===== config.mk =====
export PLATFORM = sky130hd
export DESIGN_NAME = wb_rr_arbiter2
export DESIGN_NICKNAME = d
export VERILOG_FILES = /design/src/rtl/wb_rr_arbiter2_pkg.sv /design/src/rtl/wb_rr_arbiter2.sv
export SDC_FILE = /design/constraint.sdc
export NUM_CORES = 1
export LEC_CHECK = 0
export ABC_AREA = 1
export CAP_MARGIN = 5
export CORE_AREA = 5 5 130 83
export CTS_BUF_LIST = sky130_fd_sc_hd__clkbuf_8
export DETAILED_ROUTE_END_ITERATION = 10
export DIE_AREA = 0 0 135 88
export DONT_BUFFER_PORTS = 1
export GPL_TIMING_DRIVEN = 0
export SLEW_MARGIN = 20
export SYNTH_ARGS = -nofsm -noshare
export SYNTH_HDL_FRONTEND = slang
export SYNTH_SLANG_ARGS = --single-unit

===== constraint.sdc =====
create_clock -name clk_i -period 2.6 [get_ports clk_i]
set_clock_uncertainty 0.05 [all_clocks]
set_input_delay 0.39 -clock clk_i [delete_from_list [all_inputs] [get_ports clk_i]]
set_output_delay 0.39 -clock clk_i [all_outputs]
set_load 0.005 [all_outputs]

===== src/rtl/wb_rr_arbiter2_pkg.sv =====
// Shared types and constants for the two-master round-robin Wishbone arbiter.
package wb_rr_arbiter2_pkg;

    typedef enum logic [1:0] {
        ST_IDLE  = 2'd0,
        ST_OWN0  = 2'd1,
        ST_OWN1  = 2'd2,
        ST_ABORT = 2'd3
    } arb_state_e;

    // Width of the per-transfer slave wait counter.
    localparam int WAIT_CNT_W = 16;

endpackage


===== src/rtl/wb_rr_arbiter2.sv =====
// Two-master round-robin Wishbone arbiter with a slave-response timeout.
// The owner's bus is passed through combinationally; the other master is stalled.
module wb_rr_arbiter2
    import wb_rr_arbiter2_pkg::*;
#(
    parameter int ADR_W   = 2,
    parameter int TIMEOUT = 255
) (
    input  logic             clk_i,
    input  logic             rst_i,

    input  logic             m0_cyc_i,
    input  logic             m0_stb_i,
    input  logic             m0_we_i,
    input  logic [ADR_W-1:0] m0_adr_i,
    input  logic [3:0]       m0_sel_i,
    input  logic [31:0]      m0_dat_i,
    output logic             m0_ack_o,
    output logic             m0_err_o,
    output logic             m0_rty_o,
    output logic             m0_stall_o,
    output logic [31:0]      m0_dat_o,

    input  logic             m1_cyc_i,
    input  logic             m1_stb_i,
    input  logic             m1_we_i,
    input  logic [ADR_W-1:0] m1_adr_i,
    input  logic [3:0]       m1_sel_i,
    input  logic [31:0]      m1_dat_i,
    output logic             m1_ack_o,
    output logic             m1_err_o,
    output logic             m1_rty_o,
    output logic             m1_stall_o,
    output logic [31:0]      m1_dat_o,

    output logic             s_cyc_o,
    output logic             s_stb_o,
    output logic             s_we_o,
    output logic [ADR_W-1:0] s_adr_o,
    output logic [3:0]       s_sel_o,
    output logic [31:0]      s_dat_o,
    input  logic             s_ack_i,
    input  logic             s_err_i,
    input  logic             s_rty_i,
    input  logic             s_stall_i,
    input  logic [31:0]      s_dat_i,

    output logic [1:0]       grant_o,
    output logic             timeout_o,
    output arb_state_e       state_o
);

    localparam logic [WAIT_CNT_W:0] TIMEOUT_V = TIMEOUT[WAIT_CNT_W:0];

    arb_state_e            state_q, state_d;
    logic                  last_q, last_d;
    logic                  abort_owner_q, abort_owner_d;
    logic                  pend_q, pend_d;
    logic [WAIT_CNT_W-1:0] cnt_q, cnt_d;

    logic                  own0, own1, owning;
    logic                  own_cyc, own_stb;
    logic                  resp, waiting, hit;
    logic [WAIT_CNT_W:0]   cnt_inc;

    assign own0    = (state_q == ST_OWN0);
    assign own1    = (state_q == ST_OWN1);
    assign owning  = own0 | own1;
    assign own_cyc = own1 ? m1_cyc_i : m0_cyc_i;
    assign own_stb = own1 ? m1_stb_i : m0_stb_i;
    assign resp    = s_ack_i | s_err_i | s_rty_i;

    // A wait cycle is one where a strobe has been accepted and is still unanswered.
    assign waiting = owning & ((own_stb & ~s_stall_i) | pend_q) & ~resp;
    assign cnt_inc = {1'b0, cnt_q} + {{WAIT_CNT_W{1'b0}}, 1'b1};
    assign hit     = waiting & (cnt_inc == TIMEOUT_V);

    assign state_o = state_q;

    always_ff @(posedge clk_i or posedge rst_i) begin
        if (rst_i) begin
            state_q       <= ST_IDLE;
            last_q        <= 1'b1;
            abort_owner_q <= 1'b0;
            pend_q        <= 1'b0;
            cnt_q         <= '0;
        end else begin
            state_q       <= state_d;
            last_q        <= last_d;
            abort_owner_q <= abort_owner_d;
            pend_q        <= pend_d;
            cnt_q         <= cnt_d;
        end
    end

    always_comb begin
        state_d       = state_q;
        last_d        = last_q;
        abort_owner_d = abort_owner_q;
        pend_d        = pend_q;
        cnt_d         = cnt_q;
        case (state_q)
            ST_IDLE: begin
                pend_d = 1'b0;
                cnt_d  = '0;
                // On a tie the master that was not served last wins.
                if (m0_cyc_i && m1_cyc_i) begin
                    state_d = last_q ? ST_OWN0 : ST_OWN1;
                end else if (m0_cyc_i) begin
                    state_d = ST_OWN0;
                end else if (m1_cyc_i) begin
                    state_d = ST_OWN1;
                end
            end
            ST_OWN0, ST_OWN1: begin
                if (!own_cyc) begin
                    state_d = ST_IDLE;
                    last_d  = own1;
                    pend_d  = 1'b0;
                    cnt_d   = '0;
                end else if (hit) begin
                    state_d       = ST_ABORT;
                    abort_owner_d = own1;
                    pend_d        = 1'b0;
                    cnt_d         = '0;
                end else if (resp) begin
                    pend_d = 1'b0;
                    cnt_d  = '0;
                end else if (waiting) begin
                    pend_d = 1'b1;
                    cnt_d  = cnt_inc[WAIT_CNT_W-1:0];
                end
            end
            ST_ABORT: begin
                state_d = ST_IDLE;
            end
            default: begin
                state_d = ST_IDLE;
            end
        endcase
    end

    always_comb begin
        grant_o    = 2'b00;
        timeout_o  = 1'b0;
        s_cyc_o    = 1'b0;
        s_stb_o    = 1'b0;
        s_we_o     = 1'b0;
        s_adr_o    = '0;
        s_sel_o    = 4'h0;
        s_dat_o    = 32'h0;
        m0_ack_o   = 1'b0;
        m0_err_o   = 1'b0;
        m0_rty_o   = 1'b0;
        m0_stall_o = m0_stb_i;
        m0_dat_o   = 32'h0;
        m1_ack_o   = 1'b0;
        m1_err_o   = 1'b0;
        m1_rty_o   = 1'b0;
        m1_stall_o = m1_stb_i;
        m1_dat_o   = 32'h0;
        case (state_q)
            ST_OWN0: begin
                grant_o    = 2'b01;
                s_cyc_o    = m0_cyc_i;
                s_stb_o    = m0_stb_i;
                s_we_o     = m0_we_i;
                s_adr_o    = m0_adr_i;
                s_sel_o    = m0_sel_i;
                s_dat_o    = m0_dat_i;
                m0_ack_o   = s_ack_i;
                m0_err_o   = s_err_i;
                m0_rty_o   = s_rty_i;
                m0_stall_o = s_stall_i;
                m0_dat_o   = s_dat_i;
            end
            ST_OWN1: begin
                grant_o    = 2'b10;
                s_cyc_o    = m1_cyc_i;
                s_stb_o    = m1_stb_i;
                s_we_o     = m1_we_i;
                s_adr_o    = m1_adr_i;
                s_sel_o    = m1_sel_i;
                s_dat_o    = m1_dat_i;
                m1_ack_o   = s_ack_i;
                m1_err_o   = s_err_i;
                m1_rty_o   = s_rty_i;
                m1_stall_o = s_stall_i;
                m1_dat_o   = s_dat_i;
            end
            ST_ABORT: begin
                // Bus already released; only the timed-out master sees the error.
                timeout_o = 1'b1;
                if (abort_owner_q) begin
                    m1_err_o = 1'b1;
                end else begin
                    m0_err_o = 1'b1;
                end
            end
            default: begin
            end
        endcase
    end

endmodule


==> out/results.ini, run 1 <==
[status]
status = complete, no violations

[die]
die_area_sq_um = 11900
row_count = 28
die_width_um = 135
ioPinCount = 238
die_h_um = 88
core_area_sq_um = 9490
initial_core_util = 0.289

[pwr]
comb_power_share = 0.746
intPower_w = 0.000942
p_leak_nw = 1.77
power.switching_w = 0.00156
irDropWorstVdd_mv = 0.633
switching_share = 0.623
p_clk_frac = 0.096
power_density_nw_per_um2 = 823
sequentialPowerShare = 0.158

[cts]
hold_buffers = 0
cts_htree_levels = 1
clkLatencyLatePin_ns = 0.28
tritoncts = done
path_clk_slew_ns = 0.09
ctsRootBufferMaster = clkbuf_8
cts_sinks = 21
post_cts_buffers = 0
cts_buffers = 3
clock_path_buffers = 2

[run]
cap_violations = 0

[setup_path]
rr_startpoint = state_o[0]
cpMostUsedCell = clkbuf_4
crit_required_ns = 2.16
setup.worst_path.start = state_o[0]
arrival_ns = 2.01
cp-end-kind = primary output
crit_type = register to primary output
r2r_slack_ns = 0.26
start_kind = register
crit_path_max_fanout = 10
path_cells = inv_1 > ha_1 > clkbuf_4 > clkbuf_4 > buf_2 > nand2_1 > a21oi_1
slowest_stage = dfrtp_2
slowest_delay_ns = 0.47

[cells_and_area]
final_cell_mix = nand2_1, inv_1, a21oi_1, nand4_1, dfrtp_1
layout.cells.non_filler = 660
nets = 653
final_common_cell = nand2_1
fin_area_sq_um = 3040
drive_gt1_frac = 0.116
n_antenna_cell = 0
area_delta_synth_final_pct = 10.8

[logic_synthesis]
synth_nets = 648
syn_inst = 521
synth_top_family_by_area = simple AND/OR/NAND/NOR gates
synth_cell_types = 30
yosys.area_share.simple = 0.455
ys_seq_area_frac = 0.192
synth_xor_area_frac = 0.0128
synth_warnings = 0
ys_ff_latch = 21
yosys.area_share.adder = 0.0319
syn_area_per_cell_sq_um = 5.26
synth_edf_count = 0
synthMuxAreaShare = 0
synthArstFlopShare = 1.00
synth-compound-area-share = 0.124
synth_ff_type = dfrtp_1
netlist_area_sq_um = 2740

[placement]
numPortBuffers = 0
place.gp.congestion = 0.965
dp.cells = 656
place_area_sq_um = 2910
dpl.hpwl_mm = 9.58

[global_routing]
grt_max_degree = 22
grt_util_all_layers = 0.168
grt_pass1_vias = 2719
antenna_found_initial = 0
grt_pass1_wl_mm = 15.7
grt.overflow.total = 0

[detailed_routing]
vias = 3271
wl_per_cell_um = 17.2
ant_nets = 0
drt-initial-drc-count = 258
drt_pass1_iterations = 5
totalWireLength_mm = 11.3
drc_errors = 0
via_per_inst = 4.96

[timing]
period_share = 0.941
finalHoldViolCount = 0
setup_viol = 0
fmax_ghz = 0.409
worst_pin_slew_ns = 0.901
final.setup.tns_ns = 0
drv_slew = 0
period_minus_slack_ns = 2.45
slew_headroom = 0.398
rsz0062_at_grt = false

[hold_path]
hold_path.class = primary input to asynchronous set/reset pin

## final cells by class
| cell class | instances | area [sq um] |
|---|---|---|
| fillers | 1075 | 6460 |
| multi-input cells | 370 | 1760 |
| flip-flops and latches | 21 | 529 |
| inverters | 102 | 383 |
| well taps | 135 | 169 |
| plain buffers | 28 | 148 |
| clock buffers | 3 | 41.3 |
| clock inverters | 1 | 7.51 |
## state kept, by name, indices dropped and copies added (netlist names)
signal	flops
last_q	1
state_o	2
abort_owner_q	1
cnt_q	16
pend_q	1
## final timing paths
kind / cells past startpoint / end
max: 7 / s_dat_o[17]
min: 1 / state_o[0]
max reg2reg: 11 / cnt_q[3]
min reg2reg: 2 / last_q
max in group asynchronous: 1 / state_o[1]
min in group clk_i: 3 / cnt_q[14]
## through the flow
stage	util	hold WS, ns	power, W	setup slack [ns]
4_1_cts	0.314	0.147	0.00244	-0.0444
3_3_place_gp	0.307	0.418	0.00212	-0.102
5_1_grt	0.320	0.210	0.00274	0.00355
6_report	0.320	0.134	0.00250	0.153
2_1_floorplan	-	0.316	0.00165	0.583
3_5_place_dp	0.307	0.430	0.00217	-0.170
## worst max-delay path: cells and delay by family, from the launching register on
kind	cells	cell delay, ns
buffers and inverters	4	0.78
AND/OR/NAND/NOR	1	0.10
AO/OA/AOI/OAI	1	0.20
flip-flops	1	0.47
adder cells (fa/ha/maj)	1	0.18
## layer usage
layer / routed length, um / GRT usage
met1: 5290 / 0.261
met2: 5160 / 0.241
met4: 224 / 0.0339
met3: 677 / 0.0258
met5: 0 / 0
## synthesized netlist by cell type, types with 3 or more instances
| cell | count | share of area |
|---|---|---|
| a21oi_1 | 44 | 0.080 |
| buf_1 | 4 | 0.0055 |
| buf_2 | 5 | 0.0091 |
| clkbuf_1 | 17 | 0.023 |
| dfrtp_1 | 20 | 0.18 |
| ha_1 | 7 | 0.032 |
| inv_1 | 99 | 0.14 |
| inv_2 | 3 | 0.0041 |
| nand2_1 | 222 | 0.30 |
| nand2_2 | 5 | 0.011 |
| nand3_1 | 17 | 0.031 |
| nand4_1 | 19 | 0.043 |
| nor2_1 | 16 | 0.022 |
| nor2_2 | 7 | 0.016 |
| o21ai_0 | 12 | 0.022 |
| o21bai_1 | 3 | 0.0082 |
| xor2_1 | 4 | 0.013 |
## repair_timing
action / 4_1_cts / 5_1_grt
hold endpoints to repair: 0 / 0
endpoints found under the setup margin: 77 / 102
resized for setup: 12 / 31
## power by group through the flow
stage	clock network, W	registers (W)	logic (W)
final	0.000240	0.000394	0.00187
after detailed placement	0	0.000398	0.00177
after global routing	0.000247	0.000400	0.00209
after global placement	0	0.000396	0.00173
after floorplan	0	0.000386	0.00126
after CTS	0.000241	0.000392	0.00180
## logic make-up after synthesis
group,count (synthesis)
simple gates,295
flops,21
buf+inv,130
xor+xnor,4
compound gates,64
fa+ha+maj,7
Power figures use the tool's default switching activity.
==> inputs of run 2 (changes only) <==
--- a/config.mk
+++ b/config.mk
@@ -7,10 +7,10 @@
 export LEC_CHECK = 0
 export ABC_AREA = 1
 export CAP_MARGIN = 5
-export CORE_AREA = 5 5 130 83
+export CORE_AREA = 5 5 113 73
 export CTS_BUF_LIST = sky130_fd_sc_hd__clkbuf_8
 export DETAILED_ROUTE_END_ITERATION = 10
-export DIE_AREA = 0 0 135 88
+export DIE_AREA = 0 0 118 78
 export DONT_BUFFER_PORTS = 1
 export GPL_TIMING_DRIVEN = 0
 export SLEW_MARGIN = 20
==> out/results.ini, run 2 (synthesized netlist as in run 1, its figures left out) <==
[status]
status = complete, no violations  ; unchanged

[placement]
numPortBuffers = 0  ; unchanged
dp.cells = 612  ; was 656
pre_cts_ws_ns = -0.0905  ; was -0.170 ns
place.gp.congestion = 0.921  ; was 0.965
dpl.hpwl_mm = 9.53  ; was 9.58 mm

[die]
core_area_sq_um = 7030  ; was 9490 sq um
ioPinCount = 238  ; unchanged
die_h_um = 78  ; was 88 um
row_count = 24  ; was 28
die_area_sq_um = 9200  ; was 11900 sq um
initial_core_util = 0.390  ; was 0.289
die_width_um = 118  ; was 135 um

[setup_path]
start_kind = register  ; unchanged
crit_path_max_fanout = 10  ; unchanged
crit_type = register to primary output  ; unchanged
arrival_ns = 2.04  ; was 2.01 ns
cp-end-kind = primary output  ; unchanged
crit_required_ns = 2.16  ; about the same

[cts]
cts_sinks = 21  ; unchanged
path_clk_slew_ns = 0.08  ; was 0.09 ns
cts_htree_levels = 1  ; unchanged
clock_path_buffers = 2  ; unchanged
ctsRootBufferMaster = clkbuf_8  ; unchanged
post_cts_buffers = 0  ; unchanged
clkLatencyLatePin_ns = 0.26  ; was 0.28 ns
tritoncts = done  ; unchanged
cts_buffers = 3  ; unchanged

[timing]
final.setup.tns_ns = 0  ; unchanged
hold_slack_ns = 0.139  ; was 0.134 ns
finalHoldViolCount = 0  ; unchanged
fmax_ghz = 0.404  ; was 0.409 GHz
worst_pin_slew_ns = 0.880  ; was 0.901 ns
setup_viol = 0  ; unchanged
drv_slew = 0  ; unchanged
period_share = 0.953  ; was 0.941
rsz0062_at_grt = true  ; was false
period_minus_slack_ns = 2.48  ; was 2.45 ns
setup_ws_ns = 0.123  ; was 0.153 ns
slew_headroom = 0.413  ; was 0.398

[cells_and_area]
drive_gt1_frac = 0.112  ; was 0.116
utilization = 0.423  ; was 0.320
area_delta_synth_final_pct = 8.30  ; was 10.8%
nets = 653  ; unchanged
final_cell_mix = nand2_1, inv_1, a21oi_1, dfrtp_1, nand4_1  ; was nand2_1, inv_1, a21oi_1, nand4_1, dfrtp_1
n_antenna_cell = 0  ; unchanged
max_flop_register = cnt_q  ; unchanged
final_common_cell = nand2_1  ; unchanged
layout.cells.non_filler = 616  ; was 660
largest_reg_flops = 16  ; unchanged

[global_routing]
grt_util_all_layers = 0.229  ; was 0.168
grt.overflow.total = 0  ; unchanged
grt_max_degree = 22  ; unchanged
antenna_found_initial = 0  ; unchanged
grt_pass1_wl_mm = 17.3  ; was 15.7 mm
grt_pass1_vias = 3039  ; was 2719

[pwr]
power_density_nw_per_um2 = 826  ; was 823 nW/um^2
p_leak_nw = 1.78  ; was 1.77 nW
irDropWorstVdd_mv = 0.477  ; was 0.633 mV

[detailed_routing]
totalWireLength_mm = 11.2  ; was 11.3 mm
wl_per_cell_um = 18.2  ; was 17.2 um
drt-initial-drc-count = 200  ; was 258
drc_errors = 0  ; unchanged
vias = 3244  ; was 3271
drt_pass1_iterations = 5  ; unchanged
via_per_inst = 5.27  ; was 4.96
ant_nets = 0  ; unchanged

[run]
cap_violations = 0  ; unchanged

[hold_path]
hold_path.class = primary input to asynchronous set/reset pin  ; unchanged

-- run 2: changes by cell type in the layout (fill, tap and decap cells not counted), sizes merged --
cell,previous run,this run
clkinvlp,1,0
inv,102,103
clkbuf,17,23
buf,14,8
-- run 2: worst max-delay path, cell delays in order (launching register included) --
cell	delay, ns
dfrtp_1	0.47
inv_1	0.11
ha_1	0.18
buf_2	0.18
clkbuf_1	0.46
nand2_1	0.14
a21oi_2	0.23
-- run 2: layout make-up --
type                       instances  area [sq um]
multi-input combinational        370          1750
inverter                         102           383
clock inverter                     1          3.75
sequential                        21           527
buffer                            28           149
clock buffer                       3          41.3
fill                             796          4060
tap                               91           114
-- run 2: report_power, final --
| part | switching [W] | internal [W] |
|---|---|---|
| combinational | 0.00137 | 0.000470 |
| clock | 0.000114 | 0.000105 |
| sequential | 0.0000320 | 0.000357 |
-- run 2: layer usage --
layer  GRT usage  vias up  routed length, um
met5           0        -                  0
li1            -     1577                  -
met4      0.0275        0                 63
met1       0.316     1485               4930
met2       0.377      174               5320
met3      0.0538        8                915
-- run 2: stage by stage --
stage / cell area (sq um) / power, W
2_1_floorplan: 2740 / 0.00165
4_1_cts: 2910 / 0.00238
3_3_place_gp: 2860 / 0.00211
5_1_grt: 2970 / 0.00271
3_5_place_dp: 2860 / 0.00214
6_report: 2970 / 0.00245
-- run 2: path summary, 6_finish.rpt --
| kind | end | slack (ns) | startpoint | cells after the start |
|---|---|---|---|---|
| worst max-delay path | s_dat_o[18] | 0.12 | state_o[0] | 6 |
| worst min-delay path | state_o[0] | 0.14 | rst_i | 1 |
| worst max register to register | cnt_q[8] | 0.25 | state_o[0] | 11 |
| worst min register to register | pend_q | 0.44 | pend_q | 2 |
| max in group asynchronous | cnt_q[9] | 1.81 | rst_i | 1 |
| min in group clk_i | cnt_q[14] | 0.31 | s_rty_i | 3 |
-- run 2: timing repair --
| item | CTS | global route |
|---|---|---|
| gates resized for setup | 6 | 34 |
| hold endpoints to repair | 0 | 0 |
| pin swaps | 0 | 0 |
| hold buffers | 0 | 0 |
| setup endpoints to repair | 72 | 78 |
==> inputs of run 3 (changes only) <==
--- a/config.mk
+++ b/config.mk
@@ -8,12 +8,13 @@
 export ABC_AREA = 1
 export CAP_MARGIN = 5
 export CORE_AREA = 5 5 113 73
-export CTS_BUF_LIST = sky130_fd_sc_hd__clkbuf_8
+export CTS_BUF_LIST = sky130_fd_sc_hd__clkbuf_8 sky130_fd_sc_hd__clkbuf_16
 export DETAILED_ROUTE_END_ITERATION = 10
 export DIE_AREA = 0 0 118 78
 export DONT_BUFFER_PORTS = 1
 export GPL_TIMING_DRIVEN = 0
-export SLEW_MARGIN = 20
+export SETUP_SLACK_MARGIN = 0.05
+export SLEW_MARGIN = 10
 export SYNTH_ARGS = -nofsm -noshare
 export SYNTH_HDL_FRONTEND = slang
 export SYNTH_SLANG_ARGS = --single-unit
==> out/results.ini, run 3 (synthesized netlist as in run 1, its figures left out) <==
[pwr]
intPower_w = 0.00103  ; was 0.000932 W
power.switching_w = 0.00153  ; was 0.00152 W
sequentialPowerShare = 0.153  ; was 0.158
switching_share = 0.597  ; was 0.620
irDropWorstVdd_mv = 0.480  ; was 0.477 mV
comb_power_share = 0.719  ; was 0.752
power_density_nw_per_um2 = 851  ; was 826 nW/um^2
p_leak_nw = 1.80  ; was 1.78 nW
p_clk_frac = 0.129  ; was 0.090

[timing]
setup_viol = 0  ; unchanged
rsz0062_at_grt = true  ; unchanged
fmax_ghz = 0.403  ; was 0.404 GHz
period_minus_slack_ns = 2.48  ; about the same
hold_slack_ns = 0.156  ; was 0.139 ns
drv_slew = 0  ; unchanged
worst_pin_slew_ns = 0.877  ; was 0.880 ns
period_share = 0.954  ; was 0.953
final.setup.tns_ns = 0  ; unchanged
finalHoldViolCount = 0  ; unchanged
slew_headroom = 0.415  ; was 0.413

[cts]
post_cts_buffers = 0  ; unchanged
cts_buffers = 3  ; unchanged
cts_htree_levels = 1  ; unchanged
tritoncts = done  ; unchanged
ctsRootBufferMaster = clkbuf_16  ; was clkbuf_8
hold_buffers = 0  ; unchanged
clkLatencyLatePin_ns = 0.25  ; was 0.26 ns
path_clk_slew_ns = 0.06  ; was 0.08 ns
cts_sinks = 21  ; unchanged
clock_path_buffers = 2  ; unchanged

[placement]
numPortBuffers = 0  ; unchanged
dpl.hpwl_mm = 9.53  ; unchanged
place.gp.congestion = 0.921  ; unchanged

[cells_and_area]
final_cell_mix = nand2_1, inv_1, a21oi_1, nand4_1, dfrtp_1  ; was nand2_1, inv_1, a21oi_1, dfrtp_1, nand4_1
multi_input_area_sq_um = 1760  ; was 1750 sq um
nFillCells = 786  ; was 796
n_antenna_cell = 0  ; unchanged
drive_gt1_frac = 0.118  ; was 0.112
nets = 653  ; unchanged
seqCellArea_sq_um = 528  ; was 527 sq um
max_flop_register = cnt_q  ; unchanged
area_delta_synth_final_pct = 9.67  ; was 8.30%
largest_reg_flops = 16  ; unchanged
final_common_cell = nand2_1  ; unchanged

[run]
cap_violations = 0  ; unchanged

[setup_path]
crit_type = register to primary output  ; unchanged
crit_path_max_fanout = 10  ; unchanged
crit_required_ns = 2.16  ; about the same
arrival_ns = 2.04  ; about the same
start_kind = register  ; unchanged
rr_startpoint = state_o[1]  ; was state_o[0]
cp-end-kind = primary output  ; unchanged
setup.worst_path.start = state_o[0]  ; unchanged

[detailed_routing]
vias = 3196  ; was 3244
totalWireLength_mm = 11.2  ; about the same
wl_per_cell_um = 18.2  ; about the same
drt_pass1_iterations = 5  ; unchanged
ant_nets = 0  ; unchanged
via_per_inst = 5.19  ; was 5.27
drc_errors = 0  ; unchanged
drt-initial-drc-count = 246  ; was 200

[global_routing]
grt_pass1_vias = 3061  ; was 3039
grt_pass1_wl_mm = 17.4  ; was 17.3 mm
grt_util_all_layers = 0.230  ; was 0.229
grt_max_degree = 22  ; unchanged
antenna_found_initial = 0  ; unchanged
grt.overflow.total = 0  ; unchanged

[die]
core_area_sq_um = 7030  ; unchanged
ioPinCount = 238  ; unchanged
row_count = 24  ; unchanged
initial_core_util = 0.390  ; unchanged
die_area_sq_um = 9200  ; unchanged
die_width_um = 118  ; unchanged
die_h_um = 78  ; unchanged

[status]
status = complete, no violations  ; unchanged

[hold_path]
hold_path.class = primary input to asynchronous set/reset pin  ; unchanged

==> run 3: changes by cell type in the layout (fill, tap and decap cells not counted), sizes merged <==
cell,delta
buf,+2
clkbuf,-2
==> run 3: path summary, 6_finish.rpt <==
kind	end	slack [ns]	depth (start not counted)
setup / recovery	s_dat_o[21]	0.12	7
hold / removal	state_o[0]	0.16	1
setup reg to reg	cnt_q[0]	0.28	11
hold reg to reg	pend_q	0.45	2
max in group asynchronous	state_o[0]	1.75	1
min in group clk_i	cnt_q[14]	0.32	3
==> run 3: final cells by class <==
cell class | instances | area share
Buffer | 28 | 0.0495
Multi-Input combinational cell | 370 | 0.584
Sequential cell | 21 | 0.176
Clock buffer | 3 | 0.0250
Tap cell | 91 | 0.0379
Inverter | 102 | 0.127
Clock inverter | 1 | 0.00125
==> run 3: critical path: stages, from the launching register on <==
cell      delay [ns]
dfrtp_2         0.45
inv_1           0.09
ha_1            0.18
buf_2           0.18
clkbuf_4        0.23
buf_2           0.26
nand2_1         0.15
a21oi_1         0.23
==> run 3: per-layer routing <==
metal | vias to the layer above | GRT usage | wire length [um] | part of all wire
li1 | 1579 | - | - | -
met1 | 1450 | 0.315 | 4950 | 0.44
met2 | 159 | 0.372 | 5290 | 0.47
met3 | 8 | 0.0531 | 894 | 0.080
met4 | 0 | 0.0458 | 91 | 0.0081
met5 | - | 0 | 0 | 0
==> run 3: power by group through the flow <==
stage / clock, W / sequential (W) / combinational, W
floorplan: 0 / 0.000386 / 0.00126
global placement: 0 / 0.000395 / 0.00172
detailed placement: 0 / 0.000395 / 0.00175
CTS: 0.000338 / 0.000389 / 0.00177
global route: 0.000360 / 0.000396 / 0.00208
finish: 0.000329 / 0.000390 / 0.00184
==> run 3: stage by stage <==
stage           util  area [sq um]  cells  total power, W  worst slack [ns]
2_1_floorplan      -          2740    521         0.00165             0.583
3_3_place_gp   0.407          2860    612         0.00211           -0.0341
3_5_place_dp   0.407          2860    612         0.00214           -0.0905
4_1_cts        0.420          2950    616         0.00250            0.0200
5_1_grt        0.428          3010    616         0.00283            0.0223
6_report       0.428          3010    616         0.00256             0.119
==> run 3: timing repair <==
action | CTS | global route
hold endpoints to repair | 0 | 0
endpoints found under the setup margin | 73 | 96
gates resized for setup | 8 | 36
pin swaps | 0 | 0
